File: src/rtl/eight_bit_ripple_counter.sv
// 8-bit up-counter built from eight synchronous toggle stages joined by a
// rippling AND carry; every stage shares clk, so the count never ripples in time.

module eight_bit_ripple_counter_tff (
  input  logic clk,
  input  logic reset,
  input  logic t,
  output logic q
);

  logic q_q;
  logic q_d;

  always_comb begin
    q_d = q_q ^ t;
  end

  always_ff @(posedge clk) begin
    if (reset) begin
      q_q <= 1'b0;
    end else begin
      q_q <= q_d;
    end
  end

  assign q = q_q;

endmodule

module eight_bit_ripple_counter (
  input  logic       clk,
  input  logic       reset,
  output logic [7:0] Q
);

  // carry[i] is high when every lower bit is 1, so stage i toggles exactly then
  logic [7:0] carry;
  logic [7:0] q_q;

  assign carry[0] = 1'b1;

  for (genvar i = 1; i < 8; i++) begin : g_carry
    assign carry[i] = carry[i-1] & q_q[i-1];
  end

  for (genvar i = 0; i < 8; i++) begin : g_stage
    eight_bit_ripple_counter_tff u_tff (
      .clk   (clk),
      .reset (reset),
      .t     (carry[i]),
      .q     (q_q[i])
    );
  end

  assign Q = q_q;

endmodule

File: config.mk
export PLATFORM = sky130hd
export DESIGN_NAME = eight_bit_ripple_counter
export DESIGN_NICKNAME = d
export VERILOG_FILES = /design/src/rtl/eight_bit_ripple_counter.sv
export SDC_FILE = /design/constraint.sdc
export NUM_CORES = 1
export LEC_CHECK = 0
export CAP_MARGIN = 20
export CORE_AREA = 2 2 39 41
export CTS_CLUSTER_SIZE = 30
export DETAILED_ROUTE_END_ITERATION = 6
export DIE_AREA = 0 0 41 43
export HOLD_SLACK_MARGIN = 0.03
export SYNTH_ARGS = -nofsm -noshare
export SYNTH_HDL_FRONTEND = slang
export SYNTH_HIERARCHICAL = 1
export SYNTH_SLANG_ARGS = --single-unit
File: constraint.sdc
create_clock -name clk -period 1.4 [get_ports clk]
set_input_delay 0.28 -clock clk [delete_from_list [all_inputs] [get_ports clk]]
set_output_delay 0.28 -clock clk [all_outputs]
set_load 0.01 [all_outputs]
After elaboration in Yosys (flattened, before gate mapping)
Index checks and enable logic that the tools add are counted.

Bitwise gates (word level): 14.

Operators by type and width (count): XOR 1 bit (7); bitwise AND 1 bit (6); NOT 1 bit (1).

Bits in registers: 8. Input port bits: 2. Output and inout bits: 8. Logic and storage cells: 22.

Longest topological paths before layout
Gate-level depths: netlist of the first run.

Depth in word-level cells: 7. Mapped depth: 4. Depth with buffers taken out: 4.

By module
Netlist of the first run, hierarchy kept.

Modules (own cells, without submodules): eight_bit_ripple_counter_tff (instances 8, cells each 3, area an instance 32.5 um^2, sequential area each 20.0 um^2); eight_bit_ripple_counter (instances 1, cells each 8, area an instance 56.3 um^2, sequential area each 0.0 um^2).

Worst setup path after synthesis of the first run
No wires, ideal clock.

Kind: reg2reg. From: reg g_stage[1].u_tff.q_q. To: reg g_stage[7].u_tff.q_q. Library setup time: 115 ps. Arrival time: 1008 ps. Required time: 1285 ps. Setup slack: 277 ps. Cell stages (with the launch flop): 5. Path buffers: 0. Period minus slack after synthesis: 1123 ps. Path through: dfxtp_1 and4_4 and4_1 xnor2_1 nor2_1.

Word-level cells in the longest chain between the ends: 7.

Ends and longest elaborated chain: start: declaration (RTL line 11) `logic q_q;`; start signal: assignment (RTL line 22) `q_q <= q_d;`; bitwise AND 1 bit (3 in a row) (RTL line 43) `assign carry[i] = carry[i-1] & q_q[i-1];`; named net carry[4] (RTL line 37) `logic [7:0] carry;`; bitwise AND 1 bit (3 in a row) (RTL line 43); named net carry[7] (RTL line 37); XOR 1 bit (RTL line 15) `q_d = q_q ^ t;`; end signal: assignment (RTL line 22); end: declaration (RTL line 11).

The timed path passes the listed nets, and every way through them passes these cells. A chain may end at the register's enable or synchronous reset.

Final worst setup path of the first run
From: reg g_stage[4].u_tff.q_q. To: out Q[4].

RTL lines: start: declaration (RTL line 11); start signal: assignment (RTL line 22); end: declaration (RTL line 33) `output logic [7:0] Q`.

No word-level cell between the ends.

==> impl_metrics.sql, run 1 <==
INSERT INTO impl_metrics (metric_group, metric, value, unit) VALUES
('cts', 'cts_buffers', '3', ''),
('timing', 'report.final.hold_viol_count', '0', ''),
('cts', 'clockRootBuffer', 'sky130_fd_sc_hd__clkbuf_4', ''),
('route', 'avgViaCountPerCell', '3.917', ''),
('timing', 'min_period_over_period', '85.43', '%'),
('global_routing', 'gr-usage-all-layers', '8.468', '%'),
('finish', 'ff_latch_area', '160.2', 'µm²'),
('critical_path', 'timing.critical_path.from_type', 'register', ''),
('finish', 'largest_register_ffs', '8', ''),
('critical_path', 'critical_path_buf_inv_count', '1', ''),
('timing', 'slew_violations', '0', ''),
('cts', 'tritoncts_clock_tree', 'yes', ''),
('floorplanning', 'rows', '14', ''),
('critical_path', 'timing.critical_path.cells', 'dlygate4sd2_1', ''),
('finish', 'design_area', '439.2', 'µm²'),
('floorplanning', 'top_level_ports', '10', ''),
('finish', 'layout-area-overhead-vs-synth', '38.73', '%'),
('route', 'detail_route.iter0.violations', '0', ''),
('synth', 'synth_seq_cells', '8', ''),
('placed_design', 'post_dp_cell_area', '426.7', 'µm²'),
('synth', 'mappedNetlistNets', '34', ''),
('route', 'routed_wirelength', '536', 'µm'),
('critical_path', 'critical_path.endpoint_type', 'output port', ''),
('global_routing', 'gr-total-overflow', '0', ''),
('job', 'max_capacitance_violation_count', '0', ''),
('synth', 'synth.lib_cells_used.distinct', '9', ''),
('finish', 'antenna_cells_inserted', '0', ''),
('global_routing', 'grt_pass1_vias', '225', ''),
('timing', 'max_clock_freq', '0.8361', 'GHz'),
('global_routing', 'antenna_violations_before_repair', '0', ''),
('critical_path', 'worst_path_dominant_cell_family', 'flip-flops', ''),
('floorplanning', 'die_x', '41', 'µm'),
('synth', 'synth-warning-count', '6', ''),
('route', 'routed-via-count', '235', ''),
('global_routing', 'grt_max_degree', '9', ''),
('timing', 'min_period', '1.196', 'ns'),
('run_status', 'run_status', 'finished, final reports clean', ''),
('timing', 'setup_total_negative_slack', '0', 'ns'),
('cts', 'clock_path_buffers', '2', ''),
('route', 'route.detailed.drc', '0', ''),
('critical_path', 'path_class', 'register to output port', ''),
('finish', 'layout.filler_cells', '156', ''),
('floorplanning', 'initial_utilization', '22.88', '%'),
('synth', 'syn_inst', '32', ''),
('timing', 'whs', '0.5117', 'ns'),
('floorplanning', 'core_area', '1384', 'µm²'),
('floorplanning', 'die-height', '43', 'µm'),
('placed_design', 'gpl.final_weighted_congestion', '0.6326', ''),
('route', 'routedWlPerCell', '8.933', 'µm'),
('floorplanning', 'die-area', '1763', 'µm²'),
('finish', 'layout-drive-gt1-share', '11.36', '%'),
('cts', 'cts_setup_buffers', '0', ''),
('synth', 'average_cell_area_after_synthesis', '9.892', 'µm²'),
('critical_path', 'critPathMaxStageDelay', '0.39', 'ns'),
('finish', 'final_net_count', '48', ''),
('worst_hold_path', 'class_of_the_most_critical_hold_timing_path', 'register to register', ''),
('cts', 'clk_latency', '0.25', 'ns'),
('pwr', 'leakage', '0.0002031', 'µW'),
('cts', 'cts_repair_resize_count', '8', ''),
('timing', 'timing.final.setup_violations', '0', ''),
('placed_design', 'buffers_on_ports', '9', ''),
('global_routing', 'grt_first_pass_wirelength', '952', 'µm'),
('critical_path', 'arrival', '0.92', 'ns'),
('route', 'count_of_tritonroute_iterations_in_the_first_routing_pass', '1', ''),
('critical_path', 'crit_slowest_cell', 'sky130_fd_sc_hd__dfxtp_1', ''),
('cts', 'worst_setup_hold_path_clk_slew', '0.05', 'ns'),
('timing', 'largest_clock_skew_in_the_final_design', '0.0004620', 'ns'),
('pwr', 'power-per-cell-area', '1051', 'nW/µm²'),
('cts', 'clock_tree.htree_level_count', '1', ''),
('timing', 'unrepaired_setup_endpoints_after_global_routing', 'no', ''),
('finish', 'multiInputGateArea', '148.9', 'µm²'),
('critical_path', 'crit_required', '1.12', 'ns'),
('critical_path', 'critical_path_maximum_fanout', '5', ''),
('cts', 'cts_sinks', '8', ''),
('synth', 'synth.cell_area', '316.6', 'µm²'),
('pwr', 'vdd_ir_drop_max', '488.8', 'µV'),
('route', 'route.antenna.remaining_nets', '0', ''),
('synth', 'yosysSeqAreaShare', '50.59', '%'),
('cts', 'cts-hold-fix-buffers', '0', '');
==> worst register-to-register path, cell delays in order (launching register included) <==
cell	delay (ns)
sky130_fd_sc_hd__dfxtp_1	0.38
sky130_fd_sc_hd__and4_4	0.26
sky130_fd_sc_hd__and4_1	0.21
sky130_fd_sc_hd__xnor2_1	0.12
sky130_fd_sc_hd__nor2_1	0.05
==> metrics by stage <==
step / utilization, % / setup slack, ns / std cells / power (µW)
finish: 31.74 / 0.2040 / 60 / 461.4
detailed placement: 30.83 / 0.1833 / 57 / 303.1
floorplan: - / 0.2774 / 32 / 276.9
CTS: 31.74 / 0.1804 / 60 / 477.1
global route: 31.74 / 0.1464 / 60 / 491.9
global placement: 30.83 / 0.1792 / 57 / 303.0
==> area by class of cell <==
class / count / area share (%)
Sequential cell: 8 / 36.47
Multi-Input combinational cell: 23 / 33.90
Timing Repair Buffer: 10 / 19.94
Tap cell: 16 / 4.558
Clock buffer: 3 / 5.128
==> power breakdown <==
group	total, µW	internal, µW	switching [µW]
combinational	44.9	25.4	19.5
clock	170	97.7	71.9
sequential	247	237	9.77
==> cell usage after synthesis <==
cell                      n  area share [%]
sky130_fd_sc_hd__dfxtp_1  8              51
sky130_fd_sc_hd__buf_4    1             2.4
sky130_fd_sc_hd__and4_1   1             2.8
sky130_fd_sc_hd__and4_4   1             3.6
sky130_fd_sc_hd__xnor2_1  8              22
sky130_fd_sc_hd__and2_1   2             4.0
sky130_fd_sc_hd__and3_1   2             4.0
sky130_fd_sc_hd__nor2_1   8             9.5
sky130_fd_sc_hd__conb_1   1             1.2
==> final timing paths <==
path / cells past startpoint / start / slack, ns / end
max: 1 / g_stage[4].u_tff/q$_SDFF_PP0_ / 0.20 / Q[4]
min: 2 / g_stage[7].u_tff/q$_SDFF_PP0_ / 0.51 / g_stage[7].u_tff/q$_SDFF_PP0_
max reg2reg: 4 / g_stage[2].u_tff/q$_SDFF_PP0_ / 0.27 / g_stage[7].u_tff/q$_SDFF_PP0_
min reg2reg: 2 / g_stage[7].u_tff/q$_SDFF_PP0_ / 0.51 / g_stage[7].u_tff/q$_SDFF_PP0_
==> per-layer routing <==
metal	vias up	share of wire, %	global-route usage, %	routed length [µm]
li1	126	-	-	-
met1	101	46	12.05	248
met2	8	45	9.063	239
met3	0	9.0	4.712	48
met4	0	0	6.000	0
met5	-	0	0	0
==> cell usage in the layout, fill, tap and decap left out, drive strengths merged <==
master | Yosys | final
clkdlybuf4s50 | 0 | 1
and2 | 2 | 2
and4 | 2 | 2
conb | 1 | 1
buf | 1 | 1
xnor2 | 8 | 8
dfxtp | 8 | 8
nor2 | 8 | 8
dlygate4sd2 | 0 | 8
and3 | 2 | 2
clkbuf | 0 | 3
==> logic make-up after synthesis <==
family                    share of synthesized area, %
buffers and inverters                            2.372
and+or+nand+nor                                  23.71
DFF                                              50.59
xor gates and xnor gates                         22.14
other                                            1.185
No activity file was read; power rests on OpenSTA's default activity.
==> run 2: changes to the inputs <==
--- a/config.mk
+++ b/config.mk
@@ -15,3 +15,4 @@
 export SYNTH_HDL_FRONTEND = slang
 export SYNTH_HIERARCHICAL = 1
 export SYNTH_SLANG_ARGS = --single-unit
+export TNS_END_PERCENT = 30
==> results of run 2 <==
The final DEF is identical to that of run 1; final timing and power are the same.
